--- src/rtl/width_packer_pkg.sv ---
// Shared types and helpers for the width_packer narrow-to-wide stream gearbox.
package packer_pkg;

  typedef enum logic {
    LANE_LSB_FIRST = 1'b0,
    LANE_MSB_FIRST = 1'b1
  } lane_order_e;

  localparam int unsigned TIMEOUT_CYC_DEF = 1024;

  // Bit offset of lane k inside the output word for the given lane order.
  function automatic int unsigned lane_off(input int unsigned k,
                                           input lane_order_e ord,
                                           input int unsigned win,
                                           input int unsigned wout);
    if (ord == LANE_MSB_FIRST) return wout - (k + 1) * win;
    else                       return k * win;
  endfunction

endpackage

--- src/rtl/width_packer_if.sv ---
// Stream bundle for width_packer: narrow input beats and wide output words.
interface width_packer_if #(
  parameter int unsigned DATAW_IN  = 8,
  parameter int unsigned DATAW_OUT = 32
);
  localparam int unsigned RATIO = DATAW_OUT / DATAW_IN;
  localparam int unsigned CNT_W = $clog2(RATIO + 1);

  logic                 in_valid;
  logic                 in_ready;
  logic [DATAW_IN-1:0]  in_data;
  logic                 in_last;
  logic                 msb_first;
  logic                 out_valid;
  logic                 out_ready;
  logic [DATAW_OUT-1:0] out_data;
  logic [CNT_W-1:0]     out_count;
  logic                 out_last;

  modport slave (
    input  in_valid, in_data, in_last, msb_first, out_ready,
    output in_ready, out_valid, out_data, out_count, out_last
  );

  modport master (
    output in_valid, in_data, in_last, msb_first, out_ready,
    input  in_ready, out_valid, out_data, out_count, out_last
  );
endinterface

--- src/rtl/width_packer_slot.sv ---
// pack_slot: single-entry output register; loads when empty or draining, holds otherwise.
module pack_slot #(
  parameter int unsigned W  = 32,
  parameter int unsigned CW = 3
) (
  input  logic          clk,
  input  logic          rst,
  input  logic          ld_valid_i,
  output logic          ld_ready_o,
  input  logic [W-1:0]  ld_data_i,
  input  logic [CW-1:0] ld_count_i,
  input  logic          ld_last_i,
  output logic          out_valid_o,
  input  logic          out_ready_i,
  output logic [W-1:0]  out_data_o,
  output logic [CW-1:0] out_count_o,
  output logic          out_last_o
);
  logic          valid_q;
  logic [W-1:0]  data_q;
  logic [CW-1:0] count_q;
  logic          last_q;

  assign ld_ready_o = !valid_q || out_ready_i;

  always_ff @(posedge clk) begin
    if (rst) begin
      valid_q <= 1'b0;
      data_q  <= '0;
      count_q <= '0;
      last_q  <= 1'b0;
    end else if (ld_valid_i && ld_ready_o) begin
      valid_q <= 1'b1;
      data_q  <= ld_data_i;
      count_q <= ld_count_i;
      last_q  <= ld_last_i;
    end else if (out_ready_i) begin
      valid_q <= 1'b0;
    end
  end

  assign out_valid_o = valid_q;
  assign out_data_o  = data_q;
  assign out_count_o = count_q;
  assign out_last_o  = last_q;
endmodule

--- src/rtl/width_packer.sv ---
// width_packer: packs DATAW_IN beats into DATAW_OUT words; define PACKER_TIMEOUT_EN
// to auto-flush partial words after TIMEOUT_CYC idle cycles.
module width_packer
  import packer_pkg::*;
#(
  parameter int unsigned DATAW_IN    = 8,
  parameter int unsigned DATAW_OUT   = 32,
  parameter int unsigned TIMEOUT_CYC = TIMEOUT_CYC_DEF
) (
  input logic          clk,
  input logic          rst,
  width_packer_if.slave bus_io
);
  localparam int unsigned RATIO = DATAW_OUT / DATAW_IN;
  localparam int unsigned CNT_W = $clog2(RATIO + 1);

  logic [DATAW_OUT-1:0] acc_q;
  logic [CNT_W-1:0]     cnt_q;
  lane_order_e          order_q;
  logic                 pend_q;
  logic [CNT_W-1:0]     pend_cnt_q;
  logic                 pend_last_q;

  logic                 accept, complete, timeout_fire, ld_ready;
  lane_order_e          order_cur;
  logic [DATAW_OUT-1:0] word_new;
  logic [CNT_W-1:0]     fill_cnt;
  logic                 fill_last;
  logic                 ld_valid;
  logic [DATAW_OUT-1:0] ld_data;
  logic [CNT_W-1:0]     ld_count;
  logic                 ld_last;

  assign accept          = bus_io.in_valid && !pend_q;
  assign bus_io.in_ready = !pend_q;

  always_comb begin
    order_cur = (cnt_q == '0) ? lane_order_e'(bus_io.msb_first) : order_q;
    word_new  = (cnt_q == '0) ? '0 : acc_q;
    word_new  = word_new |
                (DATAW_OUT'(bus_io.in_data) << lane_off(32'(cnt_q), order_cur, DATAW_IN, DATAW_OUT));
    complete  = accept && (bus_io.in_last || (cnt_q == CNT_W'(RATIO - 1)));
    fill_cnt  = timeout_fire ? cnt_q : cnt_q + CNT_W'(1);
    fill_last = !timeout_fire && bus_io.in_last;
    ld_valid  = pend_q || complete || timeout_fire;
    ld_data   = (pend_q || timeout_fire) ? acc_q : word_new;
    ld_count  = pend_q ? pend_cnt_q : fill_cnt;
    ld_last   = pend_q ? pend_last_q : fill_last;
  end

  // A completed word that finds the slot busy stays in acc_q; pend_q blocks new beats.
  always_ff @(posedge clk) begin
    if (rst) begin
      acc_q       <= '0;
      cnt_q       <= '0;
      order_q     <= LANE_LSB_FIRST;
      pend_q      <= 1'b0;
      pend_cnt_q  <= '0;
      pend_last_q <= 1'b0;
    end else begin
      if (pend_q && ld_ready) pend_q <= 1'b0;
      if (accept) begin
        acc_q <= word_new;
        if (cnt_q == '0) order_q <= order_cur;
        cnt_q <= complete ? '0 : cnt_q + CNT_W'(1);
      end
      if (timeout_fire) cnt_q <= '0;
      if ((complete || timeout_fire) && !ld_ready) begin
        pend_q      <= 1'b1;
        pend_cnt_q  <= fill_cnt;
        pend_last_q <= fill_last;
      end
    end
  end

`ifdef PACKER_TIMEOUT_EN
  localparam int unsigned IDLE_W = $clog2(TIMEOUT_CYC + 1);
  logic [IDLE_W-1:0] idle_q;
  logic              idle_run;

  assign idle_run     = (cnt_q != '0) && !pend_q && !accept;
  assign timeout_fire = idle_run && (idle_q == IDLE_W'(TIMEOUT_CYC - 1));

  always_ff @(posedge clk) begin
    if (rst || !idle_run || timeout_fire) idle_q <= '0;
    else                                  idle_q <= idle_q + IDLE_W'(1);
  end
`else
  logic [31:0] unused_timeout;
  assign unused_timeout = 32'(TIMEOUT_CYC);
  assign timeout_fire   = 1'b0;
`endif

  pack_slot #(
    .W  (DATAW_OUT),
    .CW (CNT_W)
  ) u_slot (
    .clk         (clk),
    .rst         (rst),
    .ld_valid_i  (ld_valid),
    .ld_ready_o  (ld_ready),
    .ld_data_i   (ld_data),
    .ld_count_i  (ld_count),
    .ld_last_i   (ld_last),
    .out_valid_o (bus_io.out_valid),
    .out_ready_i (bus_io.out_ready),
    .out_data_o  (bus_io.out_data),
    .out_count_o (bus_io.out_count),
    .out_last_o  (bus_io.out_last)
  );
endmodule

--- src/flat_wrapper.sv ---
// flat-port wrapper written by rule: the top's interface ports become plain ports
module width_packer_flat import packer_pkg::*;
#(
  parameter int unsigned DATAW_IN    = 8,
  parameter int unsigned DATAW_OUT   = 32,
  parameter int unsigned TIMEOUT_CYC = TIMEOUT_CYC_DEF
)
  (clk, rst, bus_io_in_valid, bus_io_in_data, bus_io_in_last, bus_io_msb_first, bus_io_out_ready, bus_io_in_ready, bus_io_out_valid, bus_io_out_data, bus_io_out_count, bus_io_out_last);
  width_packer_if #(.DATAW_IN(DATAW_IN), .DATAW_OUT(DATAW_OUT)) bus_io_i ();
  input logic clk;
  input logic rst;
  input wire logic [$bits(bus_io_i.in_valid)-1:0] bus_io_in_valid;
  input wire logic [$bits(bus_io_i.in_data)-1:0] bus_io_in_data;
  input wire logic [$bits(bus_io_i.in_last)-1:0] bus_io_in_last;
  input wire logic [$bits(bus_io_i.msb_first)-1:0] bus_io_msb_first;
  input wire logic [$bits(bus_io_i.out_ready)-1:0] bus_io_out_ready;
  output wire logic [$bits(bus_io_i.in_ready)-1:0] bus_io_in_ready;
  output wire logic [$bits(bus_io_i.out_valid)-1:0] bus_io_out_valid;
  output wire logic [$bits(bus_io_i.out_data)-1:0] bus_io_out_data;
  output wire logic [$bits(bus_io_i.out_count)-1:0] bus_io_out_count;
  output wire logic [$bits(bus_io_i.out_last)-1:0] bus_io_out_last;
  assign bus_io_i.in_valid = bus_io_in_valid;
  assign bus_io_i.in_data = bus_io_in_data;
  assign bus_io_i.in_last = bus_io_in_last;
  assign bus_io_i.msb_first = bus_io_msb_first;
  assign bus_io_i.out_ready = bus_io_out_ready;
  assign bus_io_in_ready = bus_io_i.in_ready;
  assign bus_io_out_valid = bus_io_i.out_valid;
  assign bus_io_out_data = bus_io_i.out_data;
  assign bus_io_out_count = bus_io_i.out_count;
  assign bus_io_out_last = bus_io_i.out_last;
  width_packer #(.DATAW_IN(DATAW_IN), .DATAW_OUT(DATAW_OUT), .TIMEOUT_CYC(TIMEOUT_CYC)) u_core (.clk(clk), .rst(rst), .bus_io(bus_io_i));
endmodule
--- config.mk ---
export PLATFORM = sky130hd
export DESIGN_NAME = width_packer_flat
export DESIGN_NICKNAME = d
export VERILOG_FILES = /design/src/rtl/width_packer_pkg.sv /design/src/rtl/width_packer_if.sv /design/src/rtl/width_packer_slot.sv /design/src/rtl/width_packer.sv /design/src/flat_wrapper.sv
export SDC_FILE = /design/constraint.sdc
export NUM_CORES = 1
export LEC_CHECK = 0
export BUFFER_PORTS_ARGS = -buffer_cell sky130_fd_sc_hd__buf_2
export CAP_MARGIN = 20
export CORE_MARGIN = 2
export CORE_UTILIZATION = 51
export DETAILED_ROUTE_END_ITERATION = 8
export PLACE_DENSITY = 0.73
export SLEW_MARGIN = 20
export SYNTH_ARGS = -nofsm -noshare
export SYNTH_HDL_FRONTEND = slang
export SYNTH_SLANG_ARGS = --single-unit
--- constraint.sdc ---
create_clock -name clk -period 2.9 [get_ports clk]
set_clock_uncertainty 0.15 [all_clocks]
set_input_delay 0.87 -clock clk [delete_from_list [all_inputs] [get_ports clk]]
set_output_delay 0.87 -clock clk [all_outputs]
set_load 0.02 [all_outputs]
==> out/metrics.json <==
{
  "final_min_period_ps": 2750,
  "most_numerous_cell_in_the_yosys_netlist": "sky130_fd_sc_hd__dfxtp_1",
  "chipWidth_microns": 85.1,
  "grt_max_degree": 40,
  "total_of_warnings_raised_by_yosys": 0,
  "synthToLayoutAreaGrowth_pct": 19.9,
  "antenna_found_initial": 0,
  "worst_ir_drop_vdd_mv": 0.372,
  "via_count": 2980,
  "slew_violations": 0,
  "synth.net_count": 374,
  "synthDominantCellAreaShare": 0.466,
  "die_y_microns": 85.1,
  "synth_area_leader_cell": "sky130_fd_sc_hd__dfxtp_1",
  "wl_per_cell_microns": 17.9,
  "syn_avg_cell_area_sq_um": 9.44,
  "ys_seq_area_frac": 0.466,
  "cts_inserted_buffers": 9,
  "grt_util_met2": 0.368,
  "grt_pass1_vias": 2634,
  "design_area_sq_um": 4020,
  "max-clock-path-buffers": 2,
  "power.total_uw": 2320,
  "route.antenna.remaining_nets": 0,
  "synth_top_cells_by_count": "sky130_fd_sc_hd__dfxtp_1, sky130_fd_sc_hd__nor2_1, sky130_fd_sc_hd__a211oi_1",
  "synth-edff-count": 0,
  "finalWirelength_mm": 8.80,
  "detailed_place.area_sq_um": 3780,
  "critical_path_peak_fanout": 8,
  "grt_overflow_total": 0,
  "clock_network_latency_to_the_later_pin_of_the_worst_skew_pair_ps": 350,
  "syn_area_sq_um": 3350,
  "detailedPlacementHpwl_mm": 6.15,
  "pre_repair_dr_iteration_count": 5,
  "synth.distinct_cells": 31,
  "grt.busiest_layer": "met2",
  "initial_utilization": 0.528,
  "use_met1": 0.349,
  "drc": 0,
  "post_cts_hold_buffers": 0,
  "root_driver": "sky130_fd_sc_hd__clkbuf_8",
  "power.leakage_uw": 0.00163,
  "pre_cts_ws_ps": -151,
  "io_pins": 52,
  "maxCapViolCount": 0,
  "worst_slew_pin_slew_ps": 626,
  "gp_routability_congestion": 0.869,
  "clkSlewWorstSetupHoldPaths_ps": 90,
  "setup_repair_after_global_routing_missed_its_margin": "false",
  "floorplan.die_area_sq_um": 7240,
  "required_ps": 3050,
  "worstSetupEndpointType": "register",
  "power_density_nw_per_um2": 578,
  "postSynthRegisterBits": 78,
  "diodes": 0,
  "cp.arrival_ps": 2900,
  "max_freq_mhz": 364,
  "whs_ps": 335,
  "first_pass_grt_wire_length_mm": 13.8,
  "grtUsageTotal": 0.243,
  "result_of_the_run": "complete, no violations",
  "first_iter_violations": 223,
  "crit_type": "register to register",
  "post_cts_buffers": 0,
  "ys_async_sr_fraction": 0,
  "core_area_sq_um": 6350,
  "synth-main-ff-cell": "sky130_fd_sc_hd__dfxtp_1",
  "placement.io_buffers": 51,
  "core.rowCount": 29,
  "final_util": 0.633,
  "tritoncts_num_sinks": 78,
  "layout.filler_cells": 523,
  "worst_min_path_class": "register to register",
  "final_clock_period_utilization_by_the_worst_path": 0.947,
  "h_tree_level_count": 3,
  "netlist_top_cells_area": "sky130_fd_sc_hd__dfxtp_1, sky130_fd_sc_hd__a22o_1, sky130_fd_sc_hd__a32oi_1",
  "global_route.usage.met3": 0.0467,
  "drive_gt1_frac": 0.280,
  "cts_tree": "done",
  "postSynthCellCount": 355,
  "number_of_nets_in_the_finished_design": 428,
  "relSlewSlack": 0.582,
  "setup_slack_ps": 153,
  "report.final.hold_viol_count": 0,
  "final_setup_violations": 0,
  "startpoint_type": "register",
  "via_per_inst": 6.07
}
worst max-delay path, stage by stage (launching register included):
cell	delay [ps]
sky130_fd_sc_hd__dfxtp_2	370
sky130_fd_sc_hd__ha_1	200
sky130_fd_sc_hd__ha_1	290
sky130_fd_sc_hd__or2_2	300
sky130_fd_sc_hd__ha_1	270
sky130_fd_sc_hd__inv_1	90
sky130_fd_sc_hd__o2111ai_4	200
sky130_fd_sc_hd__o22ai_2	270
sky130_fd_sc_hd__nor2b_1	360
sky130_fd_sc_hd__a22o_1	180
cells in the final DEF, fill, tap and decap left out, types with 2 or more instances in the layout:
cell	count
sky130_fd_sc_hd__ha_1	5
sky130_fd_sc_hd__nor2b_1	10
sky130_fd_sc_hd__mux2i_1	6
sky130_fd_sc_hd__clkbuf_8	9
sky130_fd_sc_hd__dfxtp_1	77
sky130_fd_sc_hd__buf_12	2
sky130_fd_sc_hd__mux2_4	2
sky130_fd_sc_hd__mux2i_2	2
sky130_fd_sc_hd__buf_2	51
sky130_fd_sc_hd__nand3_1	2
sky130_fd_sc_hd__nand2_1	13
sky130_fd_sc_hd__o22ai_2	4
sky130_fd_sc_hd__a22o_1	32
sky130_fd_sc_hd__buf_4	23
sky130_fd_sc_hd__nor3_1	2
sky130_fd_sc_hd__a211oi_1	36
sky130_fd_sc_hd__inv_1	13
sky130_fd_sc_hd__clkinv_2	2
sky130_fd_sc_hd__or2_2	3
sky130_fd_sc_hd__a32oi_1	32
sky130_fd_sc_hd__o21ai_0	9
sky130_fd_sc_hd__nor2_1	45
sky130_fd_sc_hd__inv_6	2
sky130_fd_sc_hd__a21oi_1	6
sky130_fd_sc_hd__nor2b_2	7
sky130_fd_sc_hd__o22ai_1	5
area by class of cell:
class                      count  area, sq um  share of cell area
clock buffer                   9          124              0.0308
sequential                    78         1560               0.389
tap                           77         96.3              0.0240
multi-input combinational    231         1660               0.414
clock inverter                 7         55.1              0.0137
inverter                      13         48.8              0.0121
timing repair buffer          76          468               0.116
sequential cells by signal (all words and copies together), names as in the netlist, 3 cells and up:
signal and flops:
u_core.acc_q 32, u_core.u_slot.out_data_o 32, u_core.u_slot.out_count_o 3, u_core.pend_cnt_q 3
u_core.cnt_q 3
cell families (layout without fill, tap and decap cells):
group,Yosys count,in the layout,share of synthesized area
muxes,12,12,0.0452
adders and majority gates,5,5,0.0187
xor gates and xnor gates,1,1,0.00261
and+or+nand+nor,86,86,0.116
AOI/OAI and AO/OA,127,127,0.293
DFF,78,78,0.466
buffers and inverters,46,105,0.0586
worst paths after layout:
check                                      from               end  slack, ps  depth (start not counted)
worst max register to register  u_core.cnt_q[1]  u_core.acc_q[22]        150                          9
worst min-delay path            u_core.acc_q[3]   u_core.acc_q[3]        340                          1
worst min register to register  u_core.acc_q[3]   u_core.acc_q[3]        340                          1
worst max-delay path            u_core.cnt_q[1]  u_core.acc_q[22]        150                          9
report_power, final:
group,internal (uW),switching [uW],leakage (uW)
registers,1130,34.0,0.000638
clock network,321,437,0.0000919
logic,155,247,0.000904
total,1600,718,0.00163
repair_timing:
item / CTS / global route
endpoints found under the hold margin: 0 / 0
setup endpoints to repair: 51 / 48
gates resized for setup: 4 / 9
pin swaps: 0 / 0
layer usage:
| layer | up-vias | share of wire |
|---|---|---|
| met1 | 1405 | 0.47 |
| met4 | 0 | 0.0093 |
| li1 | 1443 | - |
| met3 | 9 | 0.074 |
| met5 | - | 0 |
| met2 | 123 | 0.45 |
stage by stage:
stage / cells / TNS [ps]
after global placement: 475 / -150
final: 491 / 0
after floorplan: 355 / -1280
after global routing: 491 / 0
after detailed placement: 475 / -2410
after CTS: 491 / 0
No activity file was read; power rests on OpenSTA's default activity.
